## config.mk

```make
export PLATFORM = sky130hd
export DESIGN_NAME = pool_layer2
export DESIGN_NICKNAME = d
export VERILOG_FILES = /design/src/rtl/pool_pkg.sv /design/src/rtl/pool_line_buffer.sv /design/src/rtl/pool_layer2.sv
export SDC_FILE = /design/constraint.sdc
export NUM_CORES = 1
export LEC_CHECK = 0
export CAP_MARGIN = 40
export CORE_MARGIN = 2
export CORE_UTILIZATION = 43
export CTS_BUF_LIST = sky130_fd_sc_hd__clkbuf_4
export DETAILED_ROUTE_END_ITERATION = 10
export SLEW_MARGIN = 20
export SYNTH_ARGS = -nofsm -noshare
export SYNTH_HDL_FRONTEND = slang
export SYNTH_SLANG_ARGS = --single-unit
export TNS_END_PERCENT = 10
```

## constraint.sdc

```tcl
create_clock -name clk -period 9.9 [get_ports clk]
set_input_delay 0.99 -clock clk [delete_from_list [all_inputs] [get_ports clk]]
set_output_delay 0.99 -clock clk [all_outputs]
set_load 0.01 [all_outputs]
```

## src/rtl/pool_pkg.sv

```systemverilog
`default_nettype none
// ============================================================================
// Module      : pool_pkg
// Description : Shared types and helpers for the conv2 2x2 max-pool stage.
//               feat_t   - one signed feature word
//               feat3_t  - one 3-channel pixel, channels [3:1]
//               max2     - signed maximum of two feature words
//               pool_state_t - frame sequencing states
// Revision    : 1.0 - initial release
// ============================================================================
package pool_pkg;

    // Feature word width, two's complement.
    localparam int DW = 16;

    typedef logic signed [DW-1:0] feat_t;
    typedef feat_t feat3_t [3:1];

    typedef enum logic [1:0] {
        IDLE  = 2'd0,
        RUN   = 2'd1,
        FLUSH = 2'd2,
        DONE  = 2'd3
    } pool_state_t;

    // Signed maximum. Ties return b; the values are identical, so either is bit-exact.
    function automatic feat_t max2(input feat_t a, input feat_t b);
        return (a > b) ? a : b;
    endfunction

endpackage : pool_pkg
`default_nettype wire

```

## src/rtl/pool_line_buffer.sv

```systemverilog
`default_nettype none
// ============================================================================
// Module      : pool_line_buffer
// Description : Half-row store of 3-channel horizontal pair maxima. One entry
//               per pooled column; written on even rows, read on odd rows.
//               No reset: contents are only read after being written in the
//               same frame.
// Ports       : clk        - clock
//               wr_en_i    - write strobe
//               wr_addr_i  - write entry (col>>1)
//               wr_data_i  - pixel to store
//               rd_addr_i  - read entry (col>>1)
//               rd_data_o  - combinational read data
// Revision    : 1.0 - initial release
// ============================================================================
module pool_line_buffer
    import pool_pkg::*;
#(
    parameter int DEPTH = 5,
    parameter int AW    = (DEPTH > 1) ? $clog2(DEPTH) : 1
) (
    input  logic          clk,
    input  logic          wr_en_i,
    input  logic [AW-1:0] wr_addr_i,
    input  feat3_t        wr_data_i,
    input  logic [AW-1:0] rd_addr_i,
    output feat3_t        rd_data_o
);

    feat3_t mem_q [DEPTH];

    always_ff @(posedge clk) begin
        if (wr_en_i) begin
            mem_q[wr_addr_i] <= wr_data_i;
        end
    end

    assign rd_data_o = mem_q[rd_addr_i];

endmodule : pool_line_buffer
`default_nettype wire

```

## src/rtl/pool_layer2.sv

```systemverilog
`default_nettype none
// ============================================================================
// Module      : pool_layer2
// Description : 2x2 stride-2 max pooling of the 3-channel conv2 feature
//               stream. Accepts one raster-order pixel per transfer, emits
//               one pooled pixel per 2x2 window, pulses frame_done once the
//               last pooled pixel has been taken downstream.
// Ports       : clk, reset    - clock, synchronous active-high reset
//               start         - begin a frame (honoured only in IDLE)
//               in_valid      - in_feature valid
//               in_feature    - conv2 pixel, channels [3:1]
//               ready_pool    - block accepts in_feature this cycle
//               out_feature   - pooled pixel, channels [3:1]
//               out_valid     - out_feature valid, held until out_ready
//               out_ready     - downstream accepts out_feature
//               frame_done    - one-cycle end-of-frame pulse
// Revision    : 1.0 - initial release
// ============================================================================
module pool_layer2
    import pool_pkg::*;
#(
    parameter int MAP_W = 10,
    parameter int MAP_H = 10
) (
    input  logic   clk,
    input  logic   reset,
    input  logic   start,
    input  logic   in_valid,
    input  feat3_t in_feature,
    output logic   ready_pool,
    output feat3_t out_feature,
    output logic   out_valid,
    input  logic   out_ready,
    output logic   frame_done
);

    localparam int CW    = (MAP_W > 1) ? $clog2(MAP_W) : 1;
    localparam int RW    = (MAP_H > 1) ? $clog2(MAP_H) : 1;
    localparam int DEPTH = MAP_W / 2;
    localparam int AW    = (DEPTH > 1) ? $clog2(DEPTH) : 1;

    localparam logic [CW-1:0] C_COL_LAST = CW'(MAP_W - 1);
    localparam logic [RW-1:0] C_ROW_LAST = RW'(MAP_H - 1);

    pool_state_t   state_q, state_d;
    logic [CW-1:0] col_q, col_d;
    logic [RW-1:0] row_q, row_d;

    feat3_t hold_q;
    feat3_t out_q;
    logic   out_valid_q;

    feat3_t w_lb_rd;
    feat3_t w_pair_max;
    feat3_t w_win_max;
    logic   w_xfer;
    logic   w_last;
    logic   w_lb_we;
    logic   w_load;
    logic [AW-1:0] w_lb_addr;

    // Stall intake only while a result is stuck in the output register;
    // a result being accepted this cycle frees the slot for a new load.
    assign ready_pool = (state_q == RUN) && !(out_valid_q && !out_ready);
    assign w_xfer     = in_valid && ready_pool;
    assign w_last     = (row_q == C_ROW_LAST) && (col_q == C_COL_LAST);

    // Odd column closes a horizontal pair; row parity decides whether the
    // pair is parked in the line buffer or combined into a finished window.
    assign w_lb_we   = w_xfer && col_q[0] && !row_q[0];
    assign w_load    = w_xfer && col_q[0] &&  row_q[0];
    assign w_lb_addr = AW'(col_q >> 1);

    always_comb begin
        w_pair_max = '{default: '0};
        w_win_max  = '{default: '0};
        for (int ch = 1; ch <= 3; ch++) begin
            w_pair_max[ch] = max2(hold_q[ch], in_feature[ch]);
            w_win_max[ch]  = max2(w_lb_rd[ch], w_pair_max[ch]);
        end
    end

    pool_line_buffer #(
        .DEPTH (DEPTH),
        .AW    (AW)
    ) u_line_buffer (
        .clk       (clk),
        .wr_en_i   (w_lb_we),
        .wr_addr_i (w_lb_addr),
        .wr_data_i (w_pair_max),
        .rd_addr_i (w_lb_addr),
        .rd_data_o (w_lb_rd)
    );

    // ------------------------------------------------------------------
    // Frame sequencing and raster counters
    // ------------------------------------------------------------------
    always_ff @(posedge clk) begin
        if (reset) begin
            state_q <= IDLE;
            col_q   <= '0;
            row_q   <= '0;
        end else begin
            state_q <= state_d;
            col_q   <= col_d;
            row_q   <= row_d;
        end
    end

    always_comb begin
        state_d = state_q;
        col_d   = col_q;
        row_d   = row_q;
        unique case (state_q)
            IDLE: begin
                if (start) begin
                    state_d = RUN;
                    col_d   = '0;
                    row_d   = '0;
                end
            end
            RUN: begin
                if (w_xfer) begin
                    if (col_q == C_COL_LAST) begin
                        col_d = '0;
                        row_d = (row_q == C_ROW_LAST) ? '0 : row_q + RW'(1);
                    end else begin
                        col_d = col_q + CW'(1);
                    end
                    if (w_last) begin
                        state_d = FLUSH;
                    end
                end
            end
            FLUSH: begin
                if (out_valid_q && out_ready) begin
                    state_d = DONE;
                end
            end
            DONE: begin
                state_d = IDLE;
            end
            default: begin
                state_d = IDLE;
            end
        endcase
    end

    // ------------------------------------------------------------------
    // Pair hold register and output register
    // ------------------------------------------------------------------
    always_ff @(posedge clk) begin
        if (reset) begin
            hold_q      <= '{default: '0};
            out_q       <= '{default: '0};
            out_valid_q <= 1'b0;
        end else begin
            if (w_xfer && !col_q[0]) begin
                hold_q <= in_feature;
            end
            if (w_load) begin
                out_q       <= w_win_max;
                out_valid_q <= 1'b1;
            end else if (out_ready) begin
                out_valid_q <= 1'b0;
            end
        end
    end

    assign out_feature = out_q;
    assign out_valid   = out_valid_q;
    assign frame_done  = (state_q == DONE);

endmodule : pool_layer2
`default_nettype wire

```

# Word-level counts from Yosys, hierarchy flattened
# Memory sizes are Yosys's and may differ from the RTL's. A register that Yosys moved wholly into a read port is not among the register bits.
# Cells that the tools add are included.
[op_classes]
n_addsub = 2
n_mul = 0
n_div = 0
order_cmp = 6
n_eq_ne = 10
shifts = 0
muxes = 25
bitwise_logic = 0
n_reduce_logical = 19
[op_table]
columns = ["op", "n"]
rows = [
  ["$gt A16 B16 Y1", 6],
  ["$mux W16", 6],
  ["$mux W4", 6],
  ["$pmux W4 S2", 2],
  ["$logic_and A1 B1 Y1", 9],
  ["$add A4 B1 Y4 const B", 2],
  ["$eq A4 B4 Y1 const B", 2],
  ["$mux W2", 4],
  ["$ne A2 B2 Y1 const B", 4],
  ["$pmux W2 S4", 1],
  ["$reduce_and A4 Y1", 2],
  ["$mux W3", 2],
  ["$eq A2 B2 Y1 const B", 2],
  ["$logic_not A1 Y1", 4],
  ["$mux W1", 4],
  ["$reduce_bool A2 Y1", 2],
  ["$reduce_and A3 Y1", 1],
  ["$eq A2 B1 Y1 const B", 1],
  ["$logic_not A2 Y1", 1],
  ["$ne A2 B1 Y1 const B", 1],
]
[word_totals]
regBits = 107
latchBits = 0
ram_bits = 240
mem_bits_ro = 0
input_bits = 53
output_inout_bits = 51
word_cells = 73
mem_count = 1
[mem_list]
columns = ["name", "depth", "word_bits", "rd", "rd_ports_with_merged_regs", "wr", "line", "rtl"]
rows = [
  ["u_line_buffer.mem_q", 5, 48, 1, 1, 1, "pool_line_buffer.sv:30", "feat3_t mem_q [DEPTH];"],
]

# Logic depth before layout (Yosys ltp)
# Gate-level depths: netlist (run 1).
[depth]
ltp_word = 9
depth_mapped = 21

# By module
# From an unflattened synthesis (run 1), not the netlist that was laid out.
[unflattened]
cells_unflattened = 1586
area_unflattened_um2 = 17421.7
[modules_own_cells]
columns = ["module", "instances", "cells_per_inst", "area_per_inst_um2", "seq_area_each_um2"]
rows = [
  ["pool_line_buffer", 1, 519, 9371.5, 7206.9],
  ["pool_layer2", 1, 1067, 8050.2, 2142.1],
]

# Worst setup path after synthesis (run 1)
# Ideal clock, no wire load.
[synth_timing]
path_type = "input port to flip-flop"
startpoint = "input port out_ready"
endpoint = "memory u_line_buffer.mem_q[2][0] (netlist bit) (enable)"
setup_ns = 0.523
t_arrival_ns = 5.411
required_ns = 9.377
slack_ns = 3.966
stages = 5
path_cell_list = "nand2b_1 -> and2_1 -> nand3_1 -> or3_1 -> nor3b_1"
[synth_via]
elab_chain_cells = 9
[synth_rtl]
columns = ["item", "line", "rtl"]
rows = [
  ["start: declaration", "pool_layer2.sv:33", "input logic out_ready,"],
  ["$logic_not A1 Y1", "pool_layer2.sv:64", "assign ready_pool = (state_q == RUN) && !(out_valid_q && !out_ready);"],
  ["$logic_and A1 B1 Y1", "pool_layer2.sv:64", ""],
  ["$logic_not A1 Y1", "pool_layer2.sv:64", ""],
  ["$logic_and A1 B1 Y1", "pool_layer2.sv:64", ""],
  ["named net ready_pool", "pool_layer2.sv:30", "output logic ready_pool,"],
  ["$logic_and A1 B1 Y1", "pool_layer2.sv:65", "assign w_xfer = in_valid && ready_pool;"],
  ["$logic_and A1 B1 Y1 (2 in a row)", "pool_layer2.sv:70", "assign w_lb_we = w_xfer && col_q[0] && !row_q[0];"],
  ["$mux W1", "pool_line_buffer.sv:33", "if (wr_en_i) begin"],
  ["$mux W1 (not written as such)", "pool_line_buffer.sv:34", "mem_q[wr_addr_i] <= wr_data_i;"],
  ["end: declaration", "pool_line_buffer.sv:30", ""],
]
# The timed path passes the listed nets, and every way through them passes these cells.

# Worst setup path in the final report (run 1)
[layout_timing]
startpoint = "input port in_feature[15] (netlist bit)"
endpoint = "register out_q (netlist bit out_feature[15])"
[layout_via]
elab_chain_cells = 4
[layout_rtl]
columns = ["item", "line", "rtl"]
rows = [
  ["start: declaration", "pool_layer2.sv:29", "input feat3_t in_feature,"],
  ["$gt A16 B16 Y1", "pool_pkg.sv:28", "return (a > b) ? a : b;"],
  ["$mux W16 *", "pool_pkg.sv:28", ""],
  ["$gt A16 B16 Y1", "pool_pkg.sv:28", ""],
  ["$mux W16 *", "pool_pkg.sv:28", ""],
  ["end signal: assignment", "pool_layer2.sv:162", "out_q <= w_win_max;"],
  ["end: declaration", "pool_layer2.sv:50", "feat3_t out_q;"],
]
# Every way passes the cells marked *; elsewhere a longest branch is shown, timed or not.
# A chain may end at the register's enable or synchronous reset.

==> out/qor.json, run 1 <==
{
  "outcome": "finished clean",
  "cp-end-kind": "flop",
  "timing.final.setup_violations": 0,
  "grt.busiest_layer": "met2",
  "number_of_global_route_vias_before_repair": 11500,
  "worst_case_headroom_to_the_max_slew_limit_pct": 46.2,
  "mappedNetlistNets": 1458,
  "period_share_pct": 57.7,
  "synth-edff-count": 240,
  "clockRootBuffer": "clkbuf_4",
  "transition_time_at_the_pin_with_the_least_slew_margin_ps": 808,
  "grt_use_total_pct": 20.0,
  "final.min_clock_period_ps": 5710,
  "critPathArrivalTime_ps": 6370,
  "area_delta_synth_final_pct": 17.2,
  "cts.repair.resized": 0,
  "cts.clk_slew.worst_paths_ps": 60,
  "numPortBuffers": 103,
  "drc": 0,
  "synthesis.yosys.warnings": 0,
  "num-fill-cells": 3425,
  "grt_util_met3_pct": 4.16,
  "ant_nets": 0,
  "syn-cell-area_mm2": 0.0168,
  "syn-instance-count": 1302,
  "drive_above_1_share_pct": 21.7,
  "irDropWorstVdd_mv": 0.0810,
  "die_extent_in_y_um": 202,
  "global_route_wire_length_before_repair_um": 63400,
  "finalHoldViolations": 0,
  "worst-r2r-setup-slack_ps": 4720,
  "layout_commonest_cell": "edfxtp_1",
  "globalRoute.totalOverflow": 0,
  "synth-seq-area-share_pct": 56.0,
  "drtPass1Iterations": 7,
  "io_pins": 104,
  "groute.layer.met1.usage_pct": 25.7,
  "placementRows": 72,
  "setup_total_negative_slack_ps": 0,
  "grt.met2_usage_pct": 33.9,
  "grt_max_degree": 53,
  "die_outline_area_mm2": 0.0407,
  "leakagePower_nw": 7.40,
  "rsz0062_at_grt": "false",
  "number_of_register_bits_inferred_by_synthesis": 350,
  "detailedPlacementHpwl_um": 25600,
  "critical_path.startpoint_type": "primary input",
  "achievable-frequency_ghz": 0.175,
  "critPathKind": "primary input to flop",
  "fin_max_slew_vios": 0,
  "synth_cell_types": 71,
  "fp.coreArea_mm2": 0.0386,
  "synth.avg_cell_area_um2": 12.9,
  "avgViaCountPerCell": 5.34,
  "post_cts_buffers": 0,
  "cts_sinks": 350,
  "final_cell_count_no_fill": 2055,
  "cts-buffers-inserted": 92,
  "clockBufferDepth": 3,
  "initialDrtViolationCount": 550,
  "grt_antenna_before_repair": 1,
  "finalWirelength_um": 40100,
  "final.setup_skew_ps": 42.1,
  "route.detailed.wl_per_inst_um": 19.5,
  "routabilityCongestion": 0.802,
  "clock_tree.htree_level_count": 3,
  "max-cap-violations": 0,
  "clkLatencyLatePin_ps": 750,
  "detailroute.via_count": 11000,
  "cts_hold_buffers": 0,
  "final_net_count": 1614,
  "critPathRequiredTime_ps": 10550,
  "timing.critical_path.fanout_max": 32,
  "tritoncts_clock_tree": "done",
  "die-width_um": 202,
  "ys_async_sr_fraction_pct": 0,
  "total_power_w": 0.00361,
  "highest_count_cells_in_the_layout_ignoring_fill_and_taps": "edfxtp_1, clkbuf_4, nand2_1",
  "power.density_mw_per_mm2": 184,
  "placed_cells": 1879,
  "ys_dominant_reg_cell": "edfxtp_1",
  "start_util_pct": 43.5,
  "hp_class": "flop to flop"
}
-- routing by layer --
metal | routed length, um | share of wire (%)
met4 | 752 | 1.9
met1 | 17800 | 44
met3 | 1590 | 4.0
met5 | 0 | 0
met2 | 20000 | 50
-- final timing paths --
kind / from / end / depth (start not counted)
worst max-delay path: in_feature[15] / out_feature[15] / 17
worst min-delay path: hold_q[32] / hold_q[32] / 2
worst max register to register: hold_q[15] / out_feature[15] / 15
worst min register to register: hold_q[32] / hold_q[32] / 2
-- metrics by stage --
stage	setup WS [ps]	cell area, um^2	util, %	hold WS (ps)
after global placement	3630	18400	47.5	455
after floorplan	3970	16800	-	440
final	4190	19700	50.9	470
after detailed placement	3460	18400	47.5	465
after global routing	3780	19700	50.9	493
after CTS	4280	19600	50.7	474
-- flip-flops by register name, summed over array words and instances (netlist names), named ones only --
register	flops
out_valid	1
hold_q	48
row_q	4
col_q	4
u_line_buffer.mem_q	240
out_feature	48
state_q	2
-- synth_stat cells (all sizes together) (17+ instances only) --
cell | n | share of area (%)
mux4 | 48 | 6.4
mux2 | 46 | 3.1
and2 | 17 | 0.63
ha | 103 | 7.7
o211ai | 37 | 1.7
mux2i | 36 | 2.1
buf | 20 | 0.85
inv | 122 | 2.7
nor2 | 34 | 0.76
o221ai | 17 | 1.4
dfxtp | 110 | 13
clkbuf | 43 | 0.97
edfxtp | 240 | 43
nand4 | 18 | 0.67
a21oi | 90 | 2.7
nor4 | 17 | 1.2
nand3b | 18 | 0.80
nand2 | 134 | 3.0
-- critical path, stage by stage --
cell	delay (ps)
clkdlybuf4s50_1	550
inv_1	70
ha_1	390
nand4_1	200
nor4_1	470
nand2_1	440
nand2_1	180
mux2_4	460
a22oi_1	250
ha_1	380
nand4_1	140
or4_1	580
a21oi_1	160
o31a_2	350
nand2b_4	400
a221oi_1	90
nor4_1	260
-- power by group --
part | total (W) | switching (W) | internal, W
sequential | 0.00168 | 0.0000324 | 0.00165
combinational | 0.000634 | 0.000404 | 0.000229
clock | 0.00130 | 0.000594 | 0.000707
-- layout make-up --
type                    count  area, um^2  share of cell area [%]
diodes                      1        2.50                  0.0127
multi-input cells         767        6670                    33.9
clock buffers             149        1120                    5.68
flip-flops and latches    350        9420                    47.8
repair buffers            125        1250                    6.35
well taps                 518         648                    3.29
clock inverters            23         119                   0.604
inverters                 122         458                    2.33
-- cells by family (layout without fill, tap and decap cells) --
logic type / count (synthesis) / in the layout / share of synthesized area (%)
AOI/OAI and AO/OA: 227 / 227 / 10.2
xor gates and xnor gates: 4 / 4 / 0.209
adders and majority gates: 103 / 103 / 7.67
buffers and inverters: 185 / 419 / 4.54
DFF: 350 / 350 / 56.0
muxes: 130 / 130 / 11.7
other: 0 / 1 / 0
and+or+nand+nor: 303 / 303 / 9.70
Power figures use the tool's default switching activity.
==> run 2, diff against run 1 <==
==> constraint.sdc (replaced) <==
create_clock -name clk -period 4.8 [get_ports clk]
set_input_delay 0.48 -clock clk [delete_from_list [all_inputs] [get_ports clk]]
set_output_delay 0.48 -clock clk [all_outputs]
set_load 0.01 [all_outputs]
==> run 2 against run 1 <==
Compared with the run above: sequential share of layout area shrank 2.4 points; setup slack lost 3900 ps; via count grew 3.9%; sequential cell count is the same; global-route usage grew 0.34 points; design area grew 5.3%; critical path type is now flop to flop; critical endpoint is now out_feature[1]; largest power group unchanged.
==> out/qor.json, run 2 (same netlist as run 1, synthesis figures left out) <==
{
  "area_delta_synth_final_pct": 23.4,
  "finalWirelength": {"value": 40800, "unit": "um", "change": "+1.6%"},
  "worst_case_headroom_to_the_max_slew_limit": {"value": 44.8, "unit": "%", "change": "-1.4 points"},
  "combinationalPowerShare": {"value": 20.4, "unit": "%", "change": "+2.9 points"},
  "post_cts_buffers": {"value": 0, "change": "unchanged"},
  "clkLatencyLatePin": {"value": 780, "unit": "ps", "change": "+30 ps"},
  "globalRoute.totalOverflow": {"value": 0, "change": "unchanged"},
  "cts-buffers-inserted": {"value": 94, "change": "+2.2%"},
  "timing.final.setup_violations": {"value": 0, "change": "unchanged"},
  "drc": {"value": 0, "change": "unchanged"},
  "transition_time_at_the_pin_with_the_least_slew_margin": {"value": 828, "unit": "ps", "change": "+20.9 ps"},
  "flip_flop_count_of_the_largest_register_after_layout": {"value": 240, "change": "unchanged"},
  "worst-r2r-setup-slack": {"value": 250, "unit": "ps", "change": "-4470 ps"},
  "io_pins": {"value": 104, "change": "unchanged"},
  "critical_path_buf_inv_count": {"value": 1, "change": "-1"},
  "cts_hold_buffers": {"value": 0, "change": "unchanged"},
  "total_power": {"value": 0.00766, "unit": "W", "change": "+110%"},
  "finalHoldViolations": {"value": 0, "change": "unchanged"},
  "reg2regPathDepth": {"value": 16, "change": "+1"},
  "initialDrtViolationCount": {"value": 682, "change": "+24%"},
  "leakagePower": {"value": 8.03, "unit": "nW", "change": "+8.5%"},
  "avgViaCountPerCell": {"value": 5.21, "change": "-2.4%"},
  "period_share_pct": 94.8,
  "hp_class": "primary input to flop",
  "critPathKind": "flop to flop",
  "total_switching_power": {"value": 0.00221, "unit": "W", "change": "+110%"},
  "rsz0062_at_grt": "false",
  "outcome": "finished clean",
  "fp.coreArea": {"value": 0.0386, "unit": "mm^2", "change": "unchanged"},
  "clockBufferDepth": {"value": 3, "change": "unchanged"},
  "final_net_count": {"value": 1747, "change": "+8.2%"},
  "regToRegEndpoint": "out_feature[1]",
  "timing.critical_path.fanout_max": {"value": 16, "change": "-50%"},
  "clock_network_power_share": {"value": 34.3, "unit": "%", "change": "-1.7 points"},
  "cp_slowest_cell": "or4_1",
  "power_report.internal_total": {"value": 0.00544, "unit": "W", "change": "+110%"},
  "cp-end-kind": "flop",
  "cts.clk_slew.worst_paths": {"value": 70, "unit": "ps", "change": "about the same"},
  "power_frac_seq": {"value": 45.3, "unit": "%", "change": "-1.2 points"},
  "num-fill-cells": {"value": 3319, "change": "-3.1%"},
  "global_route_wire_length_before_repair": {"value": 64800, "unit": "um", "change": "+2.2%"},
  "detailroute.via_count": {"value": 11400, "change": "+3.9%"},
  "fin_max_slew_vios": {"value": 0, "change": "unchanged"},
  "netSwitchingFraction": {"value": 28.9, "unit": "%", "change": "+0.40 points"},
  "crit_chain": "ha_1 > nand4_1 > nor4_4 > a21bo_1 > o211ai_2 > mux2_4 > buf_4 > a22oi_1 > ha_1 > nand4_1 > or4_1 > a21oi_1 > o31a_2 > nand2b_4 > a221oi_1 > nor4_1",
  "clockRootBuffer": "clkbuf_4",
  "cts.repair.resized": {"value": 1, "change": "+1"},
  "clock_tree.htree_level_count": {"value": 3, "change": "unchanged"},
  "number_of_global_route_vias_before_repair": {"value": 12000, "change": "+3.8%"},
  "hold_path_startpoint": "reset",
  "route.detailed.wl_per_inst": {"value": 18.6, "unit": "um", "change": "-4.5%"},
  "power.density": {"value": 369, "unit": "mW/mm^2", "change": "+100%"},
  "achievable-frequency_ghz": 0.220,
  "register_with_the_most_flip_flops": "u_line_buffer.mem_q",
  "critPathRequiredTime": {"value": 5430, "unit": "ps", "change": "-5120 ps"},
  "cts_sinks": {"value": 350, "change": "unchanged"},
  "critPathArrivalTime": {"value": 5170, "unit": "ps", "change": "-1200 ps"},
  "die-width": {"value": 202, "unit": "um", "change": "unchanged"},
  "highest_count_cells_in_the_layout_ignoring_fill_and_taps": "edfxtp_1, buf_4, clkbuf_4",
  "placementRows": {"value": 72, "change": "unchanged"},
  "numPortBuffers": {"value": 103, "change": "unchanged"},
  "setup_total_negative_slack": {"value": 0, "unit": "ps", "change": "unchanged"},
  "max-cap-violations": {"value": 0, "change": "unchanged"},
  "critical_path.max_stage_delay": {"value": 610, "unit": "ps", "change": "+30 ps"},
  "critical_path.startpoint_type": "flop",
  "start_util": {"value": 43.5, "unit": "%", "change": "unchanged"},
  "grt_max_degree": {"value": 65, "change": "+23%"},
  "final.min_clock_period_ps": 4550,
  "critical_path.reg2reg.startpoint": "hold_q[15]",
  "drtPass1Iterations": {"value": 5, "change": "-2"},
  "postLayoutCoreUtil": {"value": 53.6, "unit": "%", "change": "+2.7 points"},
  "drive_above_1_share": {"value": 27.8, "unit": "%", "change": "+6.0 points"},
  "irDropWorstVdd": {"value": 0.186, "unit": "mV", "change": "+130%"},
  "grt_antenna_before_repair": {"value": 2, "change": "+1"},
  "die_extent_in_y": {"value": 202, "unit": "um", "change": "unchanged"},
  "whs_endpoint": "hold_q[0]",
  "tritoncts_clock_tree": "done",
  "final.setup_skew": {"value": 67.0, "unit": "ps", "change": "+24.9 ps"},
  "layout_commonest_cell": "edfxtp_1",
  "detailedPlacementHpwl": {"value": 27500, "unit": "um", "change": "+7.5%"},
  "routabilityCongestion": {"value": 0.807, "change": "+0.65%"},
  "critical-path-top-delay-family": "simple AND/OR/NAND/NOR gates",
  "ant_nets": {"value": 0, "change": "unchanged"},
  "die_outline_area": {"value": 0.0407, "unit": "mm^2", "change": "unchanged"},
  "grt_use_total": {"value": 20.3, "unit": "%", "change": "+0.34 points"},
  "hold_depth": {"value": 2, "change": "unchanged"},
  "hold_ws": {"value": 177, "unit": "ps", "change": "-293 ps"}
}
-- run 2: cell types whose count changed in the layout (fill, tap and decap cells not counted), sizes merged --
cell and change:
clkinv +14, clkbuf -14, buf +131, clkinvlp +1
inv -1, diode +1
-- run 2: layout make-up --
type                    instances  area, um^2  area share (%)
well taps                     518         648            3.13
repair buffers                256        2290            11.0
flip-flops and latches        350        9420            45.4
multi-input cells             767        6700            32.3
clock inverters                37         200           0.966
diodes                          2        5.00          0.0241
inverters                     122         458            2.21
clock buffers                 135        1010            4.89
-- run 2: worst register-to-register path: stages, from the launching register on --
cell and delay, ps:
dfxtp_1 350, ha_1 310, nand4_1 180, nor4_4 390, a21bo_1 290, o211ai_2 90
mux2_4 330, buf_4 180, a22oi_1 320, ha_1 220, nand4_1 130, or4_1 610
a21oi_1 190, o31a_2 160, nand2b_4 290, a221oi_1 90, nor4_1 270
-- run 2: stage by stage --
stage | setup slack, ps | cells | area (um^2)
finish | 251 | 2187 | 20700
global placement | -662 | 2010 | 19400
detailed placement | -628 | 2012 | 19500
global route | 9.56 | 2187 | 20700
CTS | 166 | 2184 | 20700
floorplan | -666 | 1302 | 16800
-- run 2: how the worst max path moves through the flow --
stage                              start                        end  slack [ps]  depth (start not counted)
final                         hold_q[15]             out_feature[1]         250                         16
after CTS                     hold_q[15]             out_feature[1]         170                         16
after detailed placement  in_feature[14]            out_feature[14]        -630                         17
after global routing          hold_q[15]             out_feature[1]          10                         16
after floorplan               state_q[1]  u_line_buffer.mem_q[1][0]        -670                          6
after global placement    in_feature[14]             out_feature[1]        -660                         17
-- run 2: metal layers --
| metal | track usage [%] | routed length (um) | up-vias |
|---|---|---|---|
| li1 | - | - | 5528 |
| met1 | 26.5 | 18400 | 5601 |
| met2 | 34.4 | 20200 | 202 |
| met3 | 3.76 | 1310 | 72 |
| met4 | 6.67 | 844 | 0 |
| met5 | 0 | 0 | - |
-- run 2: power groups by stage --
| stage | Clock [W] | Sequential (W) | Combinational [W] |
|---|---|---|---|
| after floorplan | 0 | 0.00350 | 0.000934 |
| after global placement | 0 | 0.00353 | 0.00151 |
| after detailed placement | 0 | 0.00353 | 0.00155 |
| after CTS | 0.00271 | 0.00347 | 0.00156 |
| after global routing | 0.00289 | 0.00348 | 0.00174 |
| final | 0.00263 | 0.00347 | 0.00156 |
==> run 3, diff against run 2 <==
--- a/config.mk
+++ b/config.mk
@@ -10,7 +10,6 @@
 export CORE_UTILIZATION = 43
 export CTS_BUF_LIST = sky130_fd_sc_hd__clkbuf_4
 export DETAILED_ROUTE_END_ITERATION = 10
-export SLEW_MARGIN = 20
 export SYNTH_ARGS = -nofsm -noshare
 export SYNTH_HDL_FRONTEND = slang
 export SYNTH_SLANG_ARGS = --single-unit
==> run 3 against run 2 <==
Compared with the run above: utilization grew 0.065 points; power grew 0.60%; via count grew 0.25%; maximum frequency is essentially flat; sequential power is essentially flat; clock skew shrank 7.8 ps; register-to-register slack is essentially flat; count of clock-buffer cells in the layout grew 6; combinational power is essentially flat; sequential share of layout area shrank 0.055 points; global-route usage is essentially flat; wire length grew 0.22%; critical endpoint unchanged.
==> out/qor.json, run 3 (same netlist as run 1, synthesis figures left out) <==
{
  "final.min_clock_period": {"value": 4550, "unit": "ps", "change": "-1.15 ps"},
  "avgViaCountPerCell": {"value": 5.22, "change": "about the same"},
  "critical_path.startpoint_type": "flop",
  "finalWirelength": {"value": 40800, "unit": "um", "change": "+0.22%"},
  "hp_class": "primary input to flop",
  "postLayoutCoreUtil": {"value": 53.7, "unit": "%", "change": "+0.065 points"},
  "fin_max_slew_vios": {"value": 0, "change": "unchanged"},
  "clkLatencyLatePin": {"value": 770, "unit": "ps", "change": "about the same"},
  "regToRegEndpoint": "out_feature[1]",
  "start_util": {"value": 43.5, "unit": "%", "change": "unchanged"},
  "power_report.internal_total": {"value": 0.00549, "unit": "W", "change": "+0.93%"},
  "clockBufferDepth": {"value": 3, "change": "unchanged"},
  "cp-end-kind": "flop",
  "hold_ws": {"value": 186, "unit": "ps", "change": "+9.48 ps"},
  "routabilityCongestion": {"value": 0.807, "change": "unchanged"},
  "area_delta_synth_final_pct": 23.5,
  "timing.final.setup_violations": {"value": 0, "change": "unchanged"},
  "grt_antenna_before_repair": {"value": 1, "change": "-1"},
  "clockRootBuffer": "clkbuf_4",
  "layout_commonest_cell": "edfxtp_1",
  "post_cts_buffers": {"value": 0, "change": "unchanged"},
  "flip_flop_count_of_the_largest_register_after_layout": {"value": 240, "change": "unchanged"},
  "max-cap-violations": {"value": 0, "change": "unchanged"},
  "timing.critical_path.fanout_max": {"value": 16, "change": "unchanged"},
  "placementRows": {"value": 72, "change": "unchanged"},
  "reg2regPathDepth": {"value": 16, "change": "unchanged"},
  "worst-r2r-setup-slack": {"value": 250, "unit": "ps", "change": "about the same"},
  "cts-buffers-inserted": {"value": 94, "change": "unchanged"},
  "grt_max_degree": {"value": 65, "change": "unchanged"},
  "achievable-frequency": {"value": 0.220, "unit": "GHz", "change": "about the same"},
  "detailroute.via_count": {"value": 11400, "change": "+0.25%"},
  "grt_use_total": {"value": 20.3, "unit": "%", "change": "about the same"},
  "outcome": "finished clean",
  "fp.coreArea": {"value": 0.0386, "unit": "mm^2", "change": "unchanged"},
  "drc": {"value": 0, "change": "unchanged"},
  "total_switching_power": {"value": 0.00221, "unit": "W", "change": "-0.21%"},
  "critical_path.reg2reg.startpoint": "hold_q[15]",
  "cts_sinks": {"value": 350, "change": "unchanged"},
  "transition_time_at_the_pin_with_the_least_slew_margin": {"value": 858, "unit": "ps", "change": "+29.3 ps"},
  "io_pins": {"value": 104, "change": "unchanged"},
  "multi_input_area": {"value": 0.00670, "unit": "mm^2", "change": "-0.11%"},
  "rsz0062_at_grt": "false",
  "irDropWorstVdd": {"value": 0.178, "unit": "mV", "change": "-4.1%"},
  "number_of_global_route_vias_before_repair": {"value": 11900, "change": "-0.68%"},
  "combinationalPowerShare": {"value": 20.3, "unit": "%", "change": "about the same"},
  "crit_end": "out_feature[1]",
  "ant_nets": {"value": 0, "change": "unchanged"},
  "die_extent_in_y": {"value": 202, "unit": "um", "change": "unchanged"},
  "finalHoldViolations": {"value": 0, "change": "unchanged"},
  "netSwitchingFraction": {"value": 28.7, "unit": "%", "change": "-0.23 points"},
  "clock_network_power_share": {"value": 34.7, "unit": "%", "change": "+0.4 points"},
  "drive_above_1_share": {"value": 27.6, "unit": "%", "change": "-0.14 points"},
  "global_route_wire_length_before_repair": {"value": 64600, "unit": "um", "change": "-0.32%"},
  "detailedPlacementHpwl": {"value": 27600, "unit": "um", "change": "+0.20%"},
  "leakagePower": {"value": 8.03, "unit": "nW", "change": "about the same"},
  "die_outline_area": {"value": 0.0407, "unit": "mm^2", "change": "unchanged"},
  "power_frac_seq": {"value": 45.0, "unit": "%", "change": "-0.3 points"},
  "cts.clk_slew.worst_paths": {"value": 70, "unit": "ps", "change": "about the same"},
  "die-width": {"value": 202, "unit": "um", "change": "unchanged"},
  "final_net_count": {"value": 1747, "change": "unchanged"},
  "initialDrtViolationCount": {"value": 703, "change": "+3.1%"},
  "route.detailed.wl_per_inst": {"value": 18.6, "unit": "um", "change": "about the same"},
  "power.density": {"value": 371, "unit": "mW/mm^2", "change": "+0.48%"},
  "numPortBuffers": {"value": 103, "change": "unchanged"},
  "clock_tree.htree_level_count": {"value": 3, "change": "unchanged"},
  "period_share": {"value": 94.7, "unit": "%", "change": "about the same"},
  "critPathKind": "flop to flop",
  "num-fill-cells": {"value": 3307, "change": "-0.36%"},
  "tritoncts_clock_tree": "done",
  "critPathRequiredTime": {"value": 5460, "unit": "ps", "change": "+30 ps"},
  "seqCellArea": {"value": 0.00942, "unit": "mm^2", "change": "unchanged"},
  "final.setup_skew": {"value": 59.2, "unit": "ps", "change": "-7.81 ps"},
  "worst_case_headroom_to_the_max_slew_limit": {"value": 42.8, "unit": "%", "change": "-2.0 points"},
  "register_with_the_most_flip_flops": "u_line_buffer.mem_q",
  "setup.worst_path.start": "hold_q[15]",
  "highest_count_cells_in_the_layout_ignoring_fill_and_taps": "edfxtp_1, buf_4, clkbuf_4",
  "globalRoute.totalOverflow": {"value": 0, "change": "unchanged"},
  "drtPass1Iterations": {"value": 5, "change": "unchanged"},
  "critPathArrivalTime": {"value": 5210, "unit": "ps", "change": "+40 ps"}
}
## run 3: cell types whose count changed in the layout (fill, tap and decap cells not counted), sizes merged
cell,previous run,this run
clkbuf,135,141
clkinv,32,29
clkinvlp,2,4
diode,2,1
## run 3: power groups by stage
stage | combinational [W] | clock, W | sequential, W
5_1_grt | 0.00174 | 0.00292 | 0.00347
3_5_place_dp | 0.00156 | 0 | 0.00353
2_1_floorplan | 0.000934 | 0 | 0.00350
4_1_cts | 0.00157 | 0.00276 | 0.00347
3_3_place_gp | 0.00151 | 0 | 0.00353
6_report | 0.00157 | 0.00267 | 0.00347
## run 3: area by class of cell
| cell class | count | share of cell area [%] |
|---|---|---|
| Antenna cell | 1 | 0.0121 |
| Clock buffer | 141 | 5.10 |
| Tap cell | 518 | 3.12 |
| Timing Repair Buffer | 256 | 11.0 |
| Sequential cell | 350 | 45.4 |
| Clock inverter | 36 | 0.898 |
| Multi-Input combinational cell | 767 | 32.3 |
| Inverter | 122 | 2.21 |
## run 3: worst min-delay path by stage
| stage | start | end | slack, ps | cells past startpoint |
|---|---|---|---|---|
| 6_report | reset | hold_q[20] | 190 | 2 |
| 5_1_grt | reset | hold_q[23] | 130 | 2 |
| 4_1_cts | reset | hold_q[21] | 100 | 2 |
| 3_5_place_dp | row_q[3] | row_q[3] | 460 | 2 |
| 3_3_place_gp | row_q[3] | row_q[3] | 450 | 2 |
| 2_1_floorplan | row_q[3] | row_q[3] | 440 | 2 |
## run 3: repair_timing
item,in CTS,in global routing
pin swaps,0,0
gates resized for setup,1,2
hold buffers,0,0
endpoints found under the setup margin,4,16
## run 3: critical path, stage by stage (launching register included)
cell and delay (ps):
dfxtp_1 340, ha_1 300, nand4_1 190, nor4_4 370
a21bo_1 300, o211ai_2 100, mux2_4 340, buf_4 180
a22oi_1 360, ha_1 220, nand4_1 130, or4_1 610
a21oi_1 190, o31a_2 160, nand2b_4 300, a221oi_1 90
nor4_1 260
## run 3: stage by stage
step	setup slack, ps	power [W]	instance area, um^2	setup TNS [ps]	cells
2_1_floorplan	-666	0.00444	16800	-53340	1302
3_3_place_gp	-662	0.00504	19400	-11550	2010
3_5_place_dp	-694	0.00509	19500	-13220	2013
4_1_cts	161	0.00780	20700	0	2190
5_1_grt	22.1	0.00814	20800	0	2191
6_report	253	0.00770	20800	0	2191
## run 3: routing by layer
| metal | global-route usage (%) | up-vias | wire (um) |
|---|---|---|---|
| li1 | - | 5537 | - |
| met2 | 34.5 | 237 | 20000 |
| met1 | 26.0 | 5587 | 18300 |
| met5 | 0 | - | 0 |
| met3 | 4.11 | 70 | 1700 |
| met4 | 6.80 | 0 | 874 |
